==> src/rtl/counter_chain_acc.sv <==
// Chained weighted column counters: compresses N_STAGES groups of bit columns into one
// exact binary sum per sample, then keeps a streaming running total of those sums.
module counter_chain_acc #(
  parameter int    N_STAGES = 2,
  parameter string OUTREG   = "FALSE",
  parameter string USETNM   = "USET0",
  parameter int    ACC_W    = 16
) (
  input  logic                  i_clk,
  input  logic                  i_rst,
  input  logic                  i_in_valid,
  input  logic [2*N_STAGES:0]   i_c0,
  input  logic [2*N_STAGES-1:0] i_c1,
  input  logic [2*N_STAGES-1:0] i_c2,
  input  logic                  i_acc_clr,
  output logic [2*N_STAGES+2:0] o_sum,
  output logic                  o_sum_valid,
  output logic [ACC_W-1:0]      o_acc,
  output logic                  o_acc_valid,
  output logic                  o_acc_ovf
);
  localparam int SW  = 2*N_STAGES + 3;
  localparam int AW1 = ACC_W + 1;

  // Placement group name only; it carries no logic.
  if (USETNM == "") begin : g_no_group
  end

  function automatic logic [1:0] popcnt2(input logic [1:0] b);
    popcnt2 = {1'b0, b[0]} + {1'b0, b[1]};
  endfunction

  function automatic logic [1:0] popcnt3(input logic [2:0] b);
    popcnt3 = {1'b0, b[0]} + {1'b0, b[1]} + {1'b0, b[2]};
  endfunction

  logic [2*N_STAGES:0]   r_c0;
  logic [2*N_STAGES-1:0] r_c1;
  logic [2*N_STAGES-1:0] r_c2;
  logic                  r_in_valid;
  logic                  r_in_clr;

  // Input register: samples columns and tags every cycle.
  always_ff @(posedge i_clk) begin
    if (i_rst) begin
      r_c0       <= '0;
      r_c1       <= '0;
      r_c2       <= '0;
      r_in_valid <= 1'b0;
      r_in_clr   <= 1'b0;
    end else begin
      r_c0       <= i_c0;
      r_c1       <= i_c1;
      r_c2       <= i_c2;
      r_in_valid <= i_in_valid;
      r_in_clr   <= i_acc_clr;
    end
  end

  // Each stage keeps two result bits and ripples bits [4:2] up as a carry of up to 4,
  // so the partials never exceed 18 and the chain stays exact.
  logic [4:0]    w_part [N_STAGES];
  logic [SW-1:0] w_sum;

  for (genvar k = 0; k < N_STAGES; k++) begin : g_stage
    logic [1:0] w_n0;
    logic [2:0] w_cin;
    if (k == 0) begin : g_first
      assign w_n0  = popcnt3(r_c0[2:0]);
      assign w_cin = 3'd0;
    end else begin : g_chain
      assign w_n0  = popcnt2(r_c0[2*k+2:2*k+1]);
      assign w_cin = w_part[k-1][4:2];
    end
    assign w_part[k] = {3'b000, w_n0}
                     + {2'b00, popcnt2(r_c1[2*k+1:2*k]), 1'b0}
                     + {1'b0, popcnt2(r_c2[2*k+1:2*k]), 2'b00}
                     + {2'b00, w_cin};
    if (k < N_STAGES-1) begin : g_low
      assign w_sum[2*k+1:2*k] = w_part[k][1:0];
    end else begin : g_top
      assign w_sum[SW-1:2*k] = w_part[k];
    end
  end

  logic [SW-1:0] w_st_sum;
  logic          w_st_valid;
  logic          w_st_clr;

  if (OUTREG == "TRUE") begin : g_outreg
    logic [SW-1:0] r_mid_sum;
    logic          r_mid_valid;
    logic          r_mid_clr;

    // Optional retiming register between compressor and sum register.
    always_ff @(posedge i_clk) begin
      if (i_rst) begin
        r_mid_sum   <= '0;
        r_mid_valid <= 1'b0;
        r_mid_clr   <= 1'b0;
      end else begin
        r_mid_sum   <= w_sum;
        r_mid_valid <= r_in_valid;
        r_mid_clr   <= r_in_clr;
      end
    end
    assign w_st_sum   = r_mid_sum;
    assign w_st_valid = r_mid_valid;
    assign w_st_clr   = r_mid_clr;
  end else begin : g_no_outreg
    assign w_st_sum   = w_sum;
    assign w_st_valid = r_in_valid;
    assign w_st_clr   = r_in_clr;
  end

  logic [SW-1:0]    r_sum;
  logic             r_sum_valid;
  logic             r_sum_clr;
  logic [ACC_W-1:0] r_acc;
  logic             r_acc_valid;
  logic             r_acc_ovf;
  logic [ACC_W:0]   w_acc_add;

  // Sum register: holds the last valid sum across bubbles.
  always_ff @(posedge i_clk) begin
    if (i_rst) begin
      r_sum       <= '0;
      r_sum_valid <= 1'b0;
      r_sum_clr   <= 1'b0;
    end else begin
      if (w_st_valid) begin
        r_sum <= w_st_sum;
      end else begin
        r_sum <= r_sum;
      end
      r_sum_valid <= w_st_valid;
      r_sum_clr   <= w_st_clr;
    end
  end

  assign w_acc_add = AW1'(r_acc) + AW1'(r_sum);

  // Accumulator: a clr tag restarts the total; a bubble clear zeroes it silently.
  always_ff @(posedge i_clk) begin
    if (i_rst) begin
      r_acc       <= '0;
      r_acc_valid <= 1'b0;
      r_acc_ovf   <= 1'b0;
    end else begin
      r_acc_valid <= r_sum_valid;
      if (r_sum_valid && r_sum_clr) begin
        r_acc     <= ACC_W'(r_sum);
        r_acc_ovf <= 1'b0;
      end else if (r_sum_valid) begin
        r_acc     <= w_acc_add[ACC_W-1:0];
        r_acc_ovf <= r_acc_ovf | w_acc_add[ACC_W];
      end else if (r_sum_clr) begin
        r_acc     <= '0;
        r_acc_ovf <= 1'b0;
      end else begin
        r_acc     <= r_acc;
        r_acc_ovf <= r_acc_ovf;
      end
    end
  end

  assign o_sum       = r_sum;
  assign o_sum_valid = r_sum_valid;
  assign o_acc       = r_acc;
  assign o_acc_valid = r_acc_valid;
  assign o_acc_ovf   = r_acc_ovf;
endmodule

==> config.mk <==
export PLATFORM = sky130hd
export DESIGN_NAME = counter_chain_acc
export DESIGN_NICKNAME = d
export VERILOG_FILES = /design/src/rtl/counter_chain_acc.sv
export SDC_FILE = /design/constraint.sdc
export NUM_CORES = 1
export LEC_CHECK = 0
export ABC_AREA = 1
export CAP_MARGIN = 10
export CORE_UTILIZATION = 55
export DETAILED_ROUTE_END_ITERATION = 7
export MAX_ROUTING_LAYER = met4
export PLACE_DENSITY = 0.94
export SLEW_MARGIN = 20
export SYNTH_ARGS = -nofsm -noshare
export SYNTH_HDL_FRONTEND = slang
export SYNTH_SLANG_ARGS = --single-unit
==> constraint.sdc <==
create_clock -name i_clk -period 4.2 [get_ports i_clk]
set_clock_uncertainty 0.1 [all_clocks]
set_input_delay 0.84 -clock i_clk [delete_from_list [all_inputs] [get_ports i_clk]]
set_output_delay 0.84 -clock i_clk [all_outputs]
set_load 0.01 [all_outputs]
=== After elaboration in Yosys (flattened, before gate mapping) ===
Cells that the tools add are included.

* Register bits: 42
* Bits in latches: 0
* Bits in writable memories: 0
* ROM bits: 0
* Input bits: 17
* Output and inout bits: 26
* Logic and storage cells: 35
* Memories: 0

* Add/subtract/negate cells: 13
* $mul: 0
* Div/mod/pow operators: 0
* Order comparisons: 0
* Equality and inequality tests: 0
* Shift-type cells: 0
* Mux-type cells: 5
* Bitwise gates (word level): 1
* Reduce and logical (&&, ||, !) cells: 4

{| class="wikitable"
|+ Operators by type and width
! operator !! number
|-
| 2-to-1 mux 16 bit || 2
|-
| adder 16 x 7 -> 17 bit || 1
|-
| adder 1 x 1 -> 2 bit || 6
|-
| adder 4 x 4 -> 5 bit || 2
|-
| adder 2 x 3 -> 4 bit || 2
|-
| 2-to-1 mux 7 bit || 1
|-
| adder 5 x 3 -> 5 bit || 1
|-
| nonzero test 3 bit || 1
|-
| adder 2 x 1 -> 2 bit || 1
|-
| 2-to-1 mux 1 bit || 2
|-
| nonzero test 2 bit || 1
|-
| OR reduction 2 bit || 1
|-
| logical AND 1 bit || 1
|-
| bitwise OR 1 bit || 1
|}

=== Depth between registers and ports, before layout ===
* Word-level depth: 5
* Mapped depth: 14
* Depth with buffers taken out: 14

=== Worst setup path before layout ===
Ideal clock, no wire load.

* Path type: flip-flop to flip-flop
* Start point: register r_c0[0]
* End point: register r_sum[5], in the netlist o_sum[5]
* Library setup time: 0.115 ns
* Data arrival time: 2.419 ns
* Required time: 3.985 ns
* Slack: 1.565 ns
* Cell stages (with the launch flop): 13
* Path buffers: 0
* Period minus slack after synthesis: 2.635 ns
* Cell sequence: dfxtp_1 > inv_1 > fa_1 > inv_1 > ha_1 > nand2_1 > inv_1 > o21ai_0 > fa_1 > fa_1 > xnor2_1 > o21ai_0 > inv_1

* Longest elaborated chain between the ends: 5

{| class="wikitable"
|+ Ends and longest elaborated chain
! element !! line !! RTL
|-
| from (decl) || 37 || <nowiki>logic [2*N_STAGES:0] r_c0;</nowiki>
|-
| from (signal assigned) || 52 || <nowiki>r_c0 <= i_c0;</nowiki>
|-
| adder 1 x 1 -> 2 bit || 34 || <nowiki>popcnt3 = {1'b0, b[0]} + {1'b0, b[1]} + {1'b0, b[2]};</nowiki>
|-
| adder 2 x 1 -> 2 bit || 34 ||
|-
| adder 2 x 3 -> 4 bit || 76 || <nowiki>+ {2'b00, popcnt2(r_c1[2*k+1:2*k]), 1'b0}</nowiki>
|-
| adder 4 x 4 -> 5 bit || 77 || <nowiki>+ {1'b0, popcnt2(r_c2[2*k+1:2*k]), 2'b00}</nowiki>
|-
| adder 5 x 3 -> 5 bit || 78 || <nowiki>+ {2'b00, w_cin};</nowiki>
|-
| to (signal assigned) || 132 || <nowiki>r_sum <= w_st_sum;</nowiki>
|-
| to (signal assigned) || 134 || <nowiki>r_sum <= r_sum;</nowiki>
|-
| to (decl) || 116 || <nowiki>logic [SW-1:0] r_sum;</nowiki>
|}

Every way passes these cells.
A chain may end at the register's enable or synchronous reset.

=== Worst setup path in the final report ===
Same ends and word-level chain as after synthesis.

==> impl_metrics.env <==
export IMPL_wl_per_cell_um=12.0
export IMPL_slew_viol_final=0
export IMPL_cp_arrival_ns=2.95
export IMPL_drt_total_wl_um=5040
export IMPL_cts_setup_buffers=0
export IMPL_dpl_hpwl_um=3930
export IMPL_yosys_most_used_dff="dfxtp_1"
export IMPL_cp_common_cell="inv_1"
export IMPL_tns_ns=0
export IMPL_drt_first_iter_violations=147
export IMPL_slowest_stage="fa_1"
export IMPL_seqPwrFrac_pct=53.3
export IMPL_synth_warning_count=0
export IMPL_ys_seq_elements=42
export IMPL_drv_cap=0
export IMPL_crit_chain="inv_1 -> fa_1 -> inv_1 -> ha_1 -> nand2_1 -> inv_1 -> o21ai_0 -> fa_1 -> fa_1 -> xnor2_1 -> o21ai_0 -> inv_1"
export IMPL_die_h_um=66.6
export IMPL_overflow=0
export IMPL_hp_class="register to register"
export IMPL_cpPeakStageDelay_ns=0.55
export IMPL_leakagePower_nw=1.36
export IMPL_p_sw_w=0.000202
export IMPL_cts_root_buf="clkbuf_8"
export IMPL_synth_top_area_cell="dfxtp_1"
export IMPL_worstSetupPathType="register to register"
export IMPL_place_area_sq_um=2750
export IMPL_syn_nets=365
export IMPL_synth_top_area_share_pct=36.6
export IMPL_min_period_ns=2.86
export IMPL_dp_slack_ns=1.37
export IMPL_ys_seq_area_share_pct=36.6
export IMPL_initial_core_util_pct=57.4
export IMPL_worstSetupEndpointType="register"
export IMPL_clk_latency_ns=0.30
export IMPL_path_max_fanout=2
export IMPL_worstMarginPinSlew_ns=0.909
export IMPL_dr_pass1_iters=6
export IMPL_status="finished clean"
export IMPL_antenna_cells=0
export IMPL_port_buffers=42
export IMPL_relSlewSlack_pct=39.2
export IMPL_switching_share_pct=25.3
export IMPL_synth_area_sq_um=2290
export IMPL_final_nets=408
export IMPL_place_inst=412
export IMPL_clock_sinks=42
export IMPL_cts_made_buffers=5
export IMPL_reg2reg_slack_ns=1.34
export IMPL_cts_buffer_depth=2
export IMPL_route_detailed_drc=0
export IMPL_fin_util_pct=71.1
export IMPL_synth_avg_cell_area_sq_um=7.04
export IMPL_combPwrFrac_pct=13.0
export IMPL_cp_required_ns=4.29
export IMPL_track_usage_pct=26.4
export IMPL_htree_levels=2
export IMPL_max_freq_ghz=0.349
export IMPL_worst_slack_ns=1.34
export IMPL_ys_top_cells_by_area="dfxtp_1 (37%), inv_1 (11%), nand2_1 (11%), ha_1 (9.3%), nor2_1 (7.7%)"
export IMPL_dr_total_vias=2137
export IMPL_globalplace_congestion=0.852
export IMPL_synth_cell_types=27
export IMPL_antenna_found_initial=0
export IMPL_p_clk_share_pct=33.7
export IMPL_hold_viol_final=0
export IMPL_layout_cells_non_filler=420
export IMPL_drive_above_1_share_pct=4.05
export IMPL_holdBufCountCts=0
export IMPL_ir_drop_mv=0.195
export IMPL_dieArea_sq_um=4430
export IMPL_intPower_w=0.000596
export IMPL_finalCritPeriodShare_pct=68.2
export IMPL_synth_commonest_cells="inv_1 (65), nand2_1 (65), nor2_1 (47), dfxtp_1 (42), nand3_1 (26)"
export IMPL_drtAntennaViolNets=0
export IMPL_cts_resized=0
export IMPL_path_clk_slew_ns=0.07
export IMPL_critPathLaunchType="register"
export IMPL_setup_viol_count_final=0
export IMPL_rows=23
export IMPL_grt_pass1_wl_um=8480
export IMPL_first_global_vias=2041
export IMPL_io_pins=43
export IMPL_synth_edf_count=0
export IMPL_rsz0062_at_grt="false"
export IMPL_core_area_sq_um=4000
export IMPL_grt_max_degree=28
export IMPL_async_reset_ff_share_pct=0
export IMPL_powerDensity_nw_per_um2=281
export IMPL_fp_dieW_um=66.6
export IMPL_area_growth_pct=23.9
export IMPL_cts_tree="yes"
export IMPL_synthCells=326
export IMPL_viasPerCell=5.09
export IMPL_finish_instance_area_sq_um=2840
state kept, by name (all words and copies together) (netlist names):
register,count
r_c0,5
r_in_clr,1
o_acc_valid,1
o_acc_ovf,1
o_acc,16
r_c2,4
r_in_valid,1
r_sum_clr,1
r_c1,4
o_sum_valid,1
o_sum,7
worst max-delay path, delay by kind of cell, from the launching register on:
| kind | cells | cell delay (ns) |
|---|---|---|
| AOI/OAI and AO/OA | 2 | 0.26 |
| adders and majority gates | 4 | 1.60 |
| buffers and inverters | 4 | 0.26 |
| xor gates and xnor gates | 1 | 0.13 |
| DFF | 1 | 0.32 |
| and+or+nand+nor | 1 | 0.08 |
routing by layer:
| metal | track usage [%] | vias up | wire length, um |
|---|---|---|---|
| met1 | 27.7 | 965 | 2010 |
| met4 | 10.1 | 0 | 80 |
| met2 | 48.2 | 66 | 2760 |
| met5 | - | - | 0 |
| li1 | - | 1097 | - |
| met3 | 4.97 | 9 | 192 |
layout make-up:
cell class / instances / area, sq um
clock buffers: 7 / 86.3
clock inverters: 1 / 5.00
fillers: 315 / 1160
inverters: 66 / 248
multi-input cells: 212 / 1180
flip-flops and latches: 42 / 841
well taps: 50 / 62.6
repair buffers: 42 / 420
cells in the final DEF, fill, tap and decap left out, types with 4 or more instances in the layout:
cell              n
inv_1            65
fa_1              5
ha_1             17
nand2_1          65
nor2_1           47
nand3_1          26
clkbuf_8          6
a31oi_1           4
a21oi_1          13
clkdlybuf4s50_1  42
dfxtp_1          42
o21ai_0          11
final timing paths:
path | from | endpoint | cells past startpoint
max | r_c0[0] | o_sum[5] | 12
min | r_in_clr | r_sum_clr | 2
max reg2reg | r_c0[0] | o_sum[5] | 12
min reg2reg | r_in_clr | r_sum_clr | 2
power by group through the flow:
stage / sequential, W / combinational [W] / clock, W
2_1_floorplan: 0.000431 / 0.0000609 / 0
3_3_place_gp: 0.000433 / 0.0000971 / 0
3_5_place_dp: 0.000434 / 0.000103 / 0
4_1_cts: 0.000425 / 0.000105 / 0.000273
5_1_grt: 0.000427 / 0.000119 / 0.000288
6_report: 0.000425 / 0.000104 / 0.000269
per-stage QoR:
stage	hold slack (ns)	total power [W]
after floorplan	0.288	0.000492
after global placement	0.295	0.000531
after detailed placement	0.296	0.000537
after CTS	0.307	0.000803
after global routing	0.332	0.000834
final	0.307	0.000798
logic make-up (layout without fill, tap and decap cells):
group,after synthesis,in the layout,share of synthesized area (%)
and+or+nand+nor,151,151,27.8
buffers and inverters,72,116,11.9
AOI/OAI and AO/OA,36,36,8.83
DFF,42,42,36.6
xor gates and xnor gates,3,3,1.15
adders and majority gates,22,22,13.6
No activity file was read; power rests on OpenSTA's default activity.
